File: src/rtl/whistle_seq.sv
// Referee whistle sequencer: turns single-cycle game events into timed blast
// patterns on the whistle start line, with latched events and fixed priority.
//
// state   | meaning
// --------+----------------------------------------------------------
// IDLE    | nothing playing; loads the highest-priority pending event
// BLAST   | start high for one blast of the current pattern
// GAP     | silence between two blasts of the same pattern
// HOLDOFF | silence after a pattern before anything else may play
module whistle_seq #(
    parameter int TICK_CYCLES = 100_000,
    parameter int SHORT_MS    = 150,
    parameter int LONG_MS     = 500,
    parameter int GAP_MS      = 200,
    parameter int HOLDOFF_MS  = 300
) (
    input  logic       clk,
    input  logic       rst,
    input  logic       ev_serve,
    input  logic       ev_point,
    input  logic       ev_game_over,
    input  logic       mute,
    output logic       start,
    output logic       busy,
    output logic [1:0] pattern_id
);

    localparam int SHORT_CYC = SHORT_MS * TICK_CYCLES;
    localparam int LONG_CYC  = LONG_MS * TICK_CYCLES;
    localparam int GAP_CYC   = GAP_MS * TICK_CYCLES;
    localparam int HOLD_CYC  = HOLDOFF_MS * TICK_CYCLES;

    // The duration counter must hold the largest reload value of any timed state.
    localparam int MAX_A   = (LONG_CYC > SHORT_CYC) ? LONG_CYC : SHORT_CYC;
    localparam int MAX_B   = (GAP_CYC > HOLD_CYC) ? GAP_CYC : HOLD_CYC;
    localparam int MAX_CYC = (MAX_A > MAX_B) ? MAX_A : MAX_B;
    localparam int CNT_W   = (MAX_CYC > 2) ? $clog2(MAX_CYC) : 1;

    // Down-counter reload values: a state lasting N cycles loads N-1 and exits at 0.
    localparam logic [CNT_W-1:0] SHORT_LD = CNT_W'(SHORT_CYC - 1);
    localparam logic [CNT_W-1:0] LONG_LD  = CNT_W'(LONG_CYC - 1);
    localparam logic [CNT_W-1:0] GAP_LD   = CNT_W'(GAP_CYC - 1);
    localparam logic [CNT_W-1:0] HOLD_LD  = CNT_W'(HOLD_CYC - 1);

    localparam logic [1:0] ST_IDLE  = 2'd0;
    localparam logic [1:0] ST_BLAST = 2'd1;
    localparam logic [1:0] ST_GAP   = 2'd2;
    localparam logic [1:0] ST_HOLD  = 2'd3;

    // Pattern id doubles as the blast count (serve 1, point 2, game over 3).
    // Only game over uses long blasts, on its first and last blast.
    function automatic logic [CNT_W-1:0] blast_ld(input logic [1:0] pat, input logic [1:0] idx);
        return (pat == 2'd3 && idx != 2'd1) ? LONG_LD : SHORT_LD;
    endfunction

    logic [1:0]       state_q, state_d;
    logic [CNT_W-1:0] cnt_q, cnt_d;
    logic [1:0]       idx_q, idx_d;
    logic [1:0]       pat_q, pat_d;
    logic [2:0]       flags_q, flags_d;     // bit0 serve, bit1 point, bit2 game over
    logic             start_q, start_d;
    logic             busy_q, busy_d;

    logic [2:0]       ev_in;
    logic [2:0]       sel;
    logic [1:0]       sel_pat;

    // Next-state, timer, pending-flag and registered-output computation.
    always_comb begin
        ev_in   = {ev_game_over, ev_point, ev_serve} & {3{~mute}};
        state_d = state_q;
        cnt_d   = cnt_q;
        idx_d   = idx_q;
        pat_d   = pat_q;
        flags_d = flags_q | ev_in;
        sel     = 3'b000;
        sel_pat = 2'd0;

        if (flags_q[2]) begin
            sel     = 3'b100;
            sel_pat = 2'd3;
        end else if (flags_q[1]) begin
            sel     = 3'b010;
            sel_pat = 2'd2;
        end else if (flags_q[0]) begin
            sel     = 3'b001;
            sel_pat = 2'd1;
        end

        case (state_q)
            ST_IDLE: begin
                if (|flags_q) begin
                    // A repeat of the event being loaded merges into this play.
                    state_d = ST_BLAST;
                    pat_d   = sel_pat;
                    idx_d   = 2'd0;
                    cnt_d   = blast_ld(sel_pat, 2'd0);
                    flags_d = (flags_q | ev_in) & ~sel;
                end
            end
            ST_BLAST: begin
                if (cnt_q == '0) begin
                    if ((idx_q + 2'd1) < pat_q) begin
                        state_d = ST_GAP;
                        idx_d   = idx_q + 2'd1;
                        cnt_d   = GAP_LD;
                    end else begin
                        state_d = ST_HOLD;
                        cnt_d   = HOLD_LD;
                    end
                end else begin
                    cnt_d = cnt_q - CNT_W'(1);
                end
            end
            ST_GAP: begin
                if (cnt_q == '0) begin
                    state_d = ST_BLAST;
                    cnt_d   = blast_ld(pat_q, idx_q);
                end else begin
                    cnt_d = cnt_q - CNT_W'(1);
                end
            end
            ST_HOLD: begin
                if (cnt_q == '0) begin
                    state_d = ST_IDLE;
                    pat_d   = 2'd0;
                    idx_d   = 2'd0;
                end else begin
                    cnt_d = cnt_q - CNT_W'(1);
                end
            end
            default: begin
                state_d = ST_IDLE;
                pat_d   = 2'd0;
                idx_d   = 2'd0;
                cnt_d   = '0;
            end
        endcase

        start_d = (state_d == ST_BLAST);
        busy_d  = (state_d != ST_IDLE) || (|flags_d);
    end

    // State, counters, flags and outputs; synchronous reset drops everything.
    always_ff @(posedge clk) begin
        if (rst) begin
            state_q <= ST_IDLE;
            cnt_q   <= '0;
            idx_q   <= 2'd0;
            pat_q   <= 2'd0;
            flags_q <= 3'b000;
            start_q <= 1'b0;
            busy_q  <= 1'b0;
        end else begin
            state_q <= state_d;
            cnt_q   <= cnt_d;
            idx_q   <= idx_d;
            pat_q   <= pat_d;
            flags_q <= flags_d;
            start_q <= start_d;
            busy_q  <= busy_d;
        end
    end

    assign start      = start_q;
    assign busy       = busy_q;
    assign pattern_id = pat_q;

endmodule

File: config.mk
export PLATFORM = sky130hd
export DESIGN_NAME = whistle_seq
export DESIGN_NICKNAME = d
export VERILOG_FILES = /design/src/rtl/whistle_seq.sv
export SDC_FILE = /design/constraint.sdc
export NUM_CORES = 1
export LEC_CHECK = 0
export BUFFER_PORTS_ARGS = -buffer_cell sky130_fd_sc_hd__buf_2
export CAP_MARGIN = 10
export CORE_UTILIZATION = 50
export CTS_CLUSTER_SIZE = 8
export DETAILED_ROUTE_END_ITERATION = 16
export PLACE_DENSITY = 0.67
export SLEW_MARGIN = 30
export SYNTH_ARGS = -nofsm -noshare
export SYNTH_HDL_FRONTEND = slang
export SYNTH_SLANG_ARGS = --single-unit
File: constraint.sdc
create_clock -name clk -period 2.9 [get_ports clk]
set_input_delay 0.145 -clock clk [delete_from_list [all_inputs] [get_ports clk]]
set_output_delay 0.145 -clock clk [all_outputs]
set_load 0.1 [all_outputs]
Yosys cells after proc, flatten, opt, wreduce, memory -nomap -nowiden
Index checks and enable logic that the tools add are counted.

Bitwise gates (word level): 5. Equal/unequal tests: 12. Reduce and logical (&&, ||, !) cells: 12. Multiplexer cells: 29. $add $sub $neg: 2. Magnitude comparators: 1.

Operators with widths (number): $mux 26 (6); $pmux 26 s4 (1); $logic_not 26->1 (1); $sub 26x1->26 const B (1); $mux 2 (12); $mux 24 (1); $ne 2x2->1 const B (5); $mux 3 (3); $eq 2x2->1 const B (4); $pmux 2 s4 (1); $and 3x3->3 (2); $pmux 2 s3 (1); $reduce_or 3->1 (2); $reduce_and 5->1 (1); $eq 2x1->1 const B (2); $pmux 2 s2 (1); $reduce_bool 2->1 (2); $mux 1 (3); $not 3->3 (1); $or 3x3->3 (1); $reduce_and 3->1 (1); $reduce_bool 3->1 (1); $add 2x1->2 const B (1); $logic_not 2->1 (1); other kinds (6) (6).

Bits in registers: 37.

Depth between registers and ports, before layout
Gate-level depths: netlist of run 1.

Depth in word-level cells: 9. Depth in mapped cells: 10. Gate-level depth less buffers: 10.

Least setup slack after synthesis of run 1
Ideal clock, no wire load.

Path kind: flip-flop to flip-flop. Start: register pat_q[1], in the netlist pattern_id[1]. End: register cnt_q[20]. Data required time: 2768 ps. Cell stages (with the launch flop): 9. Slack: 106 ps. Arrival time: 2663 ps. Period minus slack after synthesis: 2794 ps. Cell sequence: dfxtp_1 inv_1 ha_1 a21boi_0 nor2_1 o41ai_1 a32oi_1 a211oi_1 nor3_1.

Longest elaborated chain between the ends: 5. Elaborated cells on any way between the ends: 8.

Ends and longest elaborated chain: start, declared (line 59) `logic [1:0] pat_q, pat_d;`; start signal, assigned (line 158) `pat_q <= pat_d;`; $eq 2x2->1 (line 53) `return (pat == 2'd3 && idx != 2'd1) ? LONG_LD : SHORT_LD;`; $logic_and 1x1->1 (line 53); $mux 26 (line 53); $mux 26 (line 116) `if (cnt_q == '0) begin`; $pmux 26 s4 (*) (line 90) `case (state_q)`; end signal, assigned (line 156) `cnt_q <= cnt_d;`; end, declared (line 57) `logic [CNT_W-1:0] cnt_q, cnt_d;`.

Mark *: on every way between the ends. The rest lies on a longest branch, timed or not. A chain may end at the register's enable or synchronous reset.

Worst setup path after layout of run 1
Start: register idx_q[1]. End: register cnt_q[7].

Longest elaborated chain between the ends: 5. Elaborated cells on any way between the ends: 9.

Ends and longest elaborated chain: start, declared (line 58) `logic [1:0] idx_q, idx_d;`; start signal, assigned (line 157) `idx_q <= idx_d;`; $add 2x1->2 / $ne 2x1->1 (equally long branches) (line 103, 53); $lt 2x2->1 / $logic_and 1x1->1 (equally long branches) (line 103, 53); $mux 24 / $mux 26 (equally long branches) (line 103, 53); $mux 26, on equally long branches (line 102, 116); $pmux 26 s4 (*) (line 90).

Marked as above.

==> results of run 1 <==
## routing by layer
layer  track usage  part of all wire
met2         0.416              0.44
met5             0                 0
met1         0.396              0.47
met3        0.0494             0.058
met4         0.118             0.028
## cell families (layout without fill, tap and decap cells)
group | Yosys count | after routing | share of synthesized area
buffers and inverters | 34 | 48 | 0.0552
AO/OA/AOI/OAI | 105 | 105 | 0.277
flip-flops | 37 | 37 | 0.289
adder cells (fa/ha/maj) | 8 | 8 | 0.0391
XOR/XNOR | 9 | 9 | 0.0308
multiplexers | 3 | 3 | 0.0117
AND/OR/NAND/NOR | 138 | 138 | 0.297
## layout by cell type, fill, tap and decap left out, types with 3 or more instances in the layout
master    instances
nand3_1          15
a211o_1           3
ha_1              8
nor2_1           34
o41ai_1           4
a211oi_1          9
xor2_1            3
or3_1             4
o22ai_1           3
nand4_1           3
nor3_1           19
a21oi_1          30
clkbuf_8          5
buf_4            14
o211a_1           3
inv_1            17
nand2b_1          4
and3_1            3
a21boi_0          3
mux2i_1           3
o21ai_0          14
nor2b_1           3
clkbuf_1          3
nor4_1            5
buf_2             9
a311oi_1          6
xnor2_1           6
a31oi_1           6
nand2_1          21
dfxtp_1          37
## critical path: stages (launching register included)
cell and delay (ps):
dfxtp_1 330, inv_1 40, ha_1 270, inv_1 40, ha_1 250, a21boi_0 300, nor2_1 180, o41ai_1 570
inv_1 160, o31ai_1 260, a211oi_1 100
## through the flow
step / power (mW) / cells / hold slack, ps / instance area (sq um) / util
floorplan: 1.22 / 334 / 288 / 2560 / -
global placement: 1.40 / 407 / 394 / 2720 / 0.564
detailed placement: 1.41 / 407 / 411 / 2720 / 0.564
CTS: 1.77 / 415 / 94.7 / 2800 / 0.581
global route: 1.88 / 415 / 118 / 2800 / 0.581
finish: 1.78 / 415 / 91.7 / 2800 / 0.581
## area by class of cell
type,instances,area (sq um),area share
Multi-Input combinational cell,263,1680,0.601
Sequential cell,37,741,0.265
Timing Repair Buffer,23,150,0.0536
Tap cell,67,83.8,0.0299
Clock buffer,8,80.1,0.0286
Inverter,17,63.8,0.0228
## registers in the layout (all words and copies together), names as in the netlist
name	flops
cnt_q	26
start	1
busy	1
pattern_id	2
idx_q	2
state_q	2
flags_q	3
## power by group through the flow
stage                     combinational [mW]  sequential [mW]  clock [mW]
after floorplan                        0.507            0.710           0
after global placement                 0.719            0.684           0
after detailed placement               0.721            0.686           0
after CTS                              0.725            0.676       0.366
after global routing                   0.803            0.691       0.388
final                                  0.740            0.678       0.366
## worst max path at each step
stage	startpoint	to	slack [ps]	depth (start not counted)
6_report	idx_q[1]	cnt_q[7]	250	10
2_1_floorplan	pattern_id[1]	cnt_q[20]	110	8
5_1_grt	idx_q[1]	cnt_q[15]	40	10
3_3_place_gp	idx_q[1]	cnt_q[7]	320	10
3_5_place_dp	idx_q[1]	cnt_q[7]	280	10
4_1_cts	idx_q[1]	cnt_q[7]	270	10
==> reports/metrics.yaml, run 1 <==
die:
  start_util: 0.532
  fp.dieH_um: 73.6
  num_rows: 25
  die_area_sq_mm: 0.00541
  fp.dieW_um: 73.6
  num_io_pins: 10
  design.core.area_sq_mm: 0.00482
final_layout:
  nNetsFinal: 361
  fillCellCount: 479
  drive_gt1_frac: 0.138
  diodes: 0
  area_growth_syn_to_layout_pct: 9.33
logic_synthesis:
  async_flop_share: 0
  synthDistinctLibCells: 68
  yosysSeqAreaShare: 0.289
  netlist_instances: 334
  synth_area_per_cell_sq_um: 7.67
  yosys.cell_count.top_type: "dfxtp_1"
  synth_edf_count: 0
  ys_seq_elements: 37
  synthesis.nets: 348
  synthTopCellsByCount: "37 x dfxtp_1, 35 x nor2_1, 30 x a21oi_1"
  netlist_area_sq_mm: 0.00256
  synth_top_cell_area_share: 0.289
  ys.flop_type: "dfxtp_1"
  synth_warnings: 0
  yosys-top-cells-area: "dfxtp_1 29%, a21oi_1 5.9%, nor2_1 5.1%, ha_1 3.9%, nor3_1 3.7%"
  yosys.area.top_type: "dfxtp_1"
clock_network:
  insertion_delay_ps: 300
  root_buffer: "clkbuf_8"
  cts_tree: "yes"
  cts_post_setup_buffers_inserted: 0
  cts_buffers: 5
  htree_levels: 2
  clockBufferDepth: 2
  cts_resized: 0
  hold_buffers: 0
  clk_pin_slew_worst_paths_ps: 80
  numClockSinks: 37
sta:
  finalClockSkew_ps: 5.88
  drv_slew: 0
  final.setup.worst_slack_ps: 254
  fmax_mhz: 378
  finalSetupViolCount: 0
  worst_pin_slew_ps: 654
  period_minus_slack_ps: 2650
  hold_viol: 0
  fin_crit_sh: 0.912
  slew_headroom: 0.564
  tns_ps: 0
  rsz0062_at_grt: "false"
place:
  place_ws_ps: 281
  place.gp.congestion: 0.937
  dp_hpwl_mm: 5.12
  numPortBuffers: 9
power_and_ir_drop:
  p_sw_frac: 0.429
  ir_drop_uv: 290
  clkPwrFrac: 0.205
  total_leakage_power_nw: 1.06
  power_switching_mw: 0.766
  p_comb_frac: 0.415
  pwr-share-seq: 0.380
  internal-power_mw: 1.02
  pwr_density_cell_mw_per_mm2: 637
global_route:
  grt_max_degree: 37
  grt_overflow: 0
  grt_pass1_wl_mm: 11.4
  grt_pass1_vias: 2246
  antenna_found_initial: 0
  grtUsageTotal: 0.280
drt:
  wl_per_cell_um: 17.0
  dr.pass1.iters: 7
  totalWireLength_mm: 7.05
  dr_total_vias: 2636
  antenna_left: 0
  vias_per_cell: 6.35
  drc: 0
  first_iter_violations: 237
min_path:
  min_path_cells: 3
  hold_class: "primary input to register"
  min_to: "flags_q[2]"
  worstHoldStart: "ev_game_over"
critical_path:
  r2r-start: "idx_q[1]"
  rr_worst_depth: 10
  endpoint_kind: "register"
  rr_endpoint: "cnt_q[7]"
  path_max_fanout: 5
  ff2ff_setup_slack_ps: 250
  start_kind: "register"
  cp_data_required_time_ps: 3060
  worstPathArrival_ps: 2810
  timing.setup.critical_path_class: "register to register"
status:
  status: "complete, no violations"
job:
  cap_violations: 0
Note: power is estimated with default switching activity, not from simulation.
==> run 2, diff against run 1 <==
--- a/config.mk
+++ b/config.mk
@@ -7,10 +7,12 @@
 export LEC_CHECK = 0
 export BUFFER_PORTS_ARGS = -buffer_cell sky130_fd_sc_hd__buf_2
 export CAP_MARGIN = 10
-export CORE_UTILIZATION = 50
+export CELL_PAD_IN_SITES_DETAIL_PLACEMENT = 0
+export CELL_PAD_IN_SITES_GLOBAL_PLACEMENT = 1
+export CORE_UTILIZATION = 46
 export CTS_CLUSTER_SIZE = 8
 export DETAILED_ROUTE_END_ITERATION = 16
-export PLACE_DENSITY = 0.67
+export PLACE_DENSITY_LB_ADDON = 0.1
 export SLEW_MARGIN = 30
 export SYNTH_ARGS = -nofsm -noshare
 export SYNTH_HDL_FRONTEND = slang
==> reports/metrics.yaml, run 2 (same netlist as run 1, synthesis figures left out) <==
critical_path:
  timing.setup.critical_path_class: "register to register"
  path_max_fanout: 7
  rr_worst_depth: 10
  cp.depth: 10
  cp_data_required_time_ps: 3090
  cp_top_family: "compound AO/OA/AOI/OAI gates"
  endpoint_kind: "register"
  slowest_delay_ps: 470
  r2r-start: "idx_q[1]"
  crit_buf_inv: 2
  ff2ff_setup_slack_ps: 220
  crit_path_top_delay_cell: "o21ai_0"
  crit_chain: "inv_1 -> ha_1 -> inv_1 -> ha_1 -> a21boi_0 -> o21ai_0 -> nand2_1 -> a21boi_1 -> a21oi_1 -> o221a_2"
  start_kind: "register"
  rr_endpoint: "cnt_q[15]"
  worstPathArrival_ps: 2870
final_layout:
  drive_gt1_frac: 0.133
  mostFrequentLayoutCells: "37 x dfxtp_1, 35 x nor2_1, 30 x a21oi_1, 21 x nand2_1, 19 x nor3_1"
  layout_commonest_cell: "dfxtp_1"
  regMostFlops: "cnt_q"
  top_regs: "cnt_q: 26 flops, flags_q: 3 flops"
  area_growth_syn_to_layout_pct: 8.60
  final_cells: 415
  nNetsFinal: 358
  fillCellCount: 537
  largest_reg_flops: 26
  diodes: 0
power_and_ir_drop:
  clkPwrFrac: 0.205
  pwr_density_cell_mw_per_mm2: 629
  internal-power_mw: 0.998
  p_sw_frac: 0.430
  pwr-share-seq: 0.387
  ir_drop_uv: 349
  total_leakage_power_nw: 1.05
  p_comb_frac: 0.409
  power_switching_mw: 0.751
clock_network:
  cts_post_setup_buffers_inserted: 0
  root_buffer: "clkbuf_8"
  clk_pin_slew_worst_paths_ps: 80
  cts_resized: 0
  cts_buffers: 5
  clockBufferDepth: 2
  htree_levels: 2
  insertion_delay_ps: 300
  hold_buffers: 0
  numClockSinks: 37
  cts_tree: "yes"
global_route:
  grtUsageTotal: 0.255
  grt_pass1_vias: 2293
  grt_overflow: 0
  grt_pass1_wl_mm: 11.7
  grt_max_degree: 37
  antenna_found_initial: 0
drt:
  totalWireLength_mm: 7.04
  vias_per_cell: 6.01
  dr.pass1.iters: 4
  antenna_left: 0
  drc: 0
  wl_per_cell_um: 17.0
  dr_total_vias: 2494
  first_iter_violations: 199
die:
  fp.dieH_um: 76.6
  num_io_pins: 10
  fp.dieW_um: 76.6
  design.core.area_sq_mm: 0.00524
  start_util: 0.489
  die_area_sq_mm: 0.00587
  num_rows: 26
place:
  place_inst: 407
  place.gp.congestion: 0.960
  dp_hpwl_mm: 5.28
  numPortBuffers: 9
sta:
  hold_viol: 0
  finalSetupViolCount: 0
  period_minus_slack_ps: 2680
  finalClockSkew_ps: 12.7
  rsz0062_at_grt: "false"
  slew_headroom: 0.548
  tns_ps: 0
  fmax_mhz: 373
  worst_pin_slew_ps: 678
  fin_crit_sh: 0.924
  drv_slew: 0
min_path:
  hold_class: "primary input to register"
  min_to: "flags_q[2]"
  min_path_cells: 3
  worstHoldStart: "ev_game_over"
status:
  status: "complete, no violations"
job:
  cap_violations: 0
-- run 2: changes by cell type in the layout (fill, tap and decap cells not counted), sizes merged --
| cell | delta |
|---|---|
| clkbuf | -2 |
| buf | -3 |
| clkinv | +2 |
-- run 2: routing by layer --
layer / vias up / share of wire / GRT usage
met5: - / 0 / 0
met4: 0 / 0.015 / 0.0885
met3: 11 / 0.054 / 0.0407
met2: 65 / 0.42 / 0.374
met1: 1148 / 0.51 / 0.373
li1: 1270 / - / -
-- run 2: per-stage QoR --
stage | setup slack (ps) | hold WS (ps) | cell area [sq um] | util | power (mW)
floorplan | 106 | 288 | 2560 | - | 1.22
global placement | 338 | 402 | 2700 | 0.515 | 1.39
detailed placement | 261 | 414 | 2700 | 0.515 | 1.39
CTS | 263 | 103 | 2780 | 0.531 | 1.74
global route | 80.4 | 134 | 2780 | 0.531 | 1.87
finish | 219 | 105 | 2780 | 0.531 | 1.75
-- run 2: power by group through the flow --
stage | registers [mW] | clock network [mW] | logic [mW]
2_1_floorplan | 0.710 | 0 | 0.507
3_3_place_gp | 0.685 | 0 | 0.702
3_5_place_dp | 0.687 | 0 | 0.704
4_1_cts | 0.675 | 0.363 | 0.707
5_1_grt | 0.688 | 0.391 | 0.789
6_report | 0.676 | 0.358 | 0.715
-- run 2: how the worst max path moves through the flow --
stage	slack (ps)	end	startpoint
floorplan	110	cnt_q[20]	pattern_id[1]
global placement	340	cnt_q[20]	idx_q[1]
detailed placement	260	cnt_q[7]	idx_q[1]
CTS	260	cnt_q[20]	idx_q[1]
global route	80	cnt_q[20]	idx_q[1]
finish	220	cnt_q[15]	idx_q[1]
-- run 2: cell type report --
class                           instances  area [sq um]  share of cell area
Inverter                               17          63.8              0.0229
Clock inverter                          2          10.0             0.00360
Sequential cell                        37           741               0.266
Multi-Input combinational cell        263          1680               0.604
Tap cell                               70          87.6              0.0315
Timing Repair Buffer                   20           128              0.0459
Clock buffer                            6          72.6              0.0261
-- run 2: worst min-delay path, delay by kind of cell --
| kind | cells | cell delay (ps) |
|---|---|---|
| buffers and inverters | 1 | 90 |
| and+or+nand+nor | 1 | 80 |
| AOI/OAI and AO/OA | 1 | 60 |
==> run 3, diff against run 2 <==
--- a/config.mk
+++ b/config.mk
@@ -12,7 +12,9 @@
 export CORE_UTILIZATION = 46
 export CTS_CLUSTER_SIZE = 8
 export DETAILED_ROUTE_END_ITERATION = 16
+export GPL_TIMING_DRIVEN = 0
 export PLACE_DENSITY_LB_ADDON = 0.1
+export SKIP_LAST_GASP = 1
 export SLEW_MARGIN = 30
 export SYNTH_ARGS = -nofsm -noshare
 export SYNTH_HDL_FRONTEND = slang
==> constraint.sdc (replaced) <==
create_clock -name clk -period 2.9 [get_ports clk]
set_input_delay 0.29 -clock clk [delete_from_list [all_inputs] [get_ports clk]]
set_output_delay 0.29 -clock clk [all_outputs]
set_load 0.1 [all_outputs]
==> reports/metrics.yaml, run 3 (same netlist as run 1, synthesis figures left out) <==
status:
  status: "complete, no violations"
critical_path:
  cp_data_required_time_ps: 3060
  worstPathArrival_ps: 2840
  start_kind: "register"
  timing.setup.critical_path_class: "register to register"
  path_max_fanout: 10
  endpoint_kind: "register"
sta:
  final.setup.worst_slack_ps: 219
  rsz0062_at_grt: "true"
  finalClockSkew_ps: 4.20
  finalSetupViolCount: 0
  period_minus_slack_ps: 2680
  drv_slew: 0
  hold_viol: 0
  slew_headroom: 0.450
  fin_crit_sh: 0.924
  hold_slack_ps: 235
  fmax_mhz: 373
  tns_ps: 0
  worst_pin_slew_ps: 821
die:
  num_rows: 26
  design.core.area_sq_mm: 0.00524
  start_util: 0.489
  fp.dieH_um: 76.6
  num_io_pins: 10
  die_area_sq_mm: 0.00587
  fp.dieW_um: 76.6
global_route:
  antenna_found_initial: 0
  grt.busiest_layer: "met2"
  met3_usage: 0.0383
  grt_overflow: 0
  met1_usage: 0.384
  use_met2: 0.407
  grt_pass1_wl_mm: 12.3
  grt_pass1_vias: 2374
  grtUsageTotal: 0.268
  grt_max_degree: 12
drt:
  vias_per_cell: 6.21
  dr.pass1.iters: 5
  antenna_left: 0
  drc: 0
  totalWireLength_mm: 7.62
  first_iter_violations: 284
  wl_per_cell_um: 18.1
  dr_total_vias: 2609
final_layout:
  drive_gt1_frac: 0.123
  largest_reg_flops: 26
  top_regs: "cnt_q: 26 flops, flags_q: 3 flops"
  area_growth_syn_to_layout_pct: 8.84
  mostFrequentLayoutCells: "37 x dfxtp_1, 35 x nor2_1, 30 x a21oi_1, 21 x nand2_1, 18 x nor3_1"
  regMostFlops: "cnt_q"
  layout_commonest_cell: "dfxtp_1"
  nNetsFinal: 363
  final_cells: 420
  diodes: 0
power_and_ir_drop:
  power_switching_mw: 0.776
  internal-power_mw: 0.989
  pwr_density_cell_mw_per_mm2: 633
  clkPwrFrac: 0.205
  total_leakage_power_nw: 1.04
  ir_drop_uv: 299
  p_sw_frac: 0.440
  p_comb_frac: 0.421
  pwr-share-seq: 0.374
clock_network:
  cts_post_setup_buffers_inserted: 0
  cts_tree: "yes"
  htree_levels: 2
  clk_pin_slew_worst_paths_ps: 80
  root_buffer: "clkbuf_8"
  clockBufferDepth: 2
  insertion_delay_ps: 300
  hold_buffers: 0
  cts_buffers: 5
  cts_resized: 0
  numClockSinks: 37
place:
  place_inst: 412
  place_ws_ps: 181
  dp_hpwl_mm: 5.53
  place.gp.congestion: 0.948
  numPortBuffers: 8
job:
  cap_violations: 0
min_path:
  hold_class: "primary input to register"
-- run 3: changes by cell type in the layout (fill, tap and decap cells not counted), sizes merged --
cell	before	now
buf	20	15
clkbuf	6	16
-- run 3: area by class of cell --
cell class              instances  area, sq um
multi-input cells             263         1700
flip-flops and latches         37          741
clock buffers                   6         72.6
clock inverters                 2         10.0
repair buffers                  8         40.0
plain buffers                  17         77.6
well taps                      70         87.6
fillers                       526         2450
inverters                      17         63.8
-- run 3: routing by layer --
layer	routed length, um	up-vias
met2	3250	102
li1	-	1280
met4	145	0
met3	523	15
met1	3700	1212
met5	0	-
-- run 3: path summary, 6_finish.rpt --
check                    start    endpoint  slack (ps)  depth (start not counted)
hold / removal    ev_game_over  flags_q[2]         240                          3
setup reg to reg      cnt_q[0]        busy         220                          9
hold reg to reg       idx_q[1]    idx_q[1]         480                          2
setup / recovery      cnt_q[0]        busy         220                          9
-- run 3: critical path, stage by stage, from the launching register on --
cell and delay [ps]:
dfxtp_1 350, inv_1 70, ha_1 250, nor4b_4 410
nand3_2 270, nor3_4 320, buf_6 190, a21oi_1 70
o32ai_1 480, a31oi_1 140
-- run 3: metrics by stage --
| step | power, mW | utilization | area, sq um |
|---|---|---|---|
| 3_3_place_gp | 1.39 | 0.513 | 2690 |
| 2_1_floorplan | 1.22 | - | 2560 |
| 3_5_place_dp | 1.39 | 0.514 | 2690 |
| 5_1_grt | 1.87 | 0.532 | 2790 |
| 6_report | 1.76 | 0.532 | 2790 |
| 4_1_cts | 1.75 | 0.530 | 2780 |
-- run 3: power groups by stage --
| stage | Combinational, mW | Sequential (mW) | Clock (mW) |
|---|---|---|---|
| floorplan | 0.507 | 0.710 | 0 |
| global placement | 0.720 | 0.668 | 0 |
| detailed placement | 0.722 | 0.670 | 0 |
| CTS | 0.726 | 0.658 | 0.365 |
| global route | 0.812 | 0.671 | 0.383 |
| finish | 0.743 | 0.660 | 0.361 |
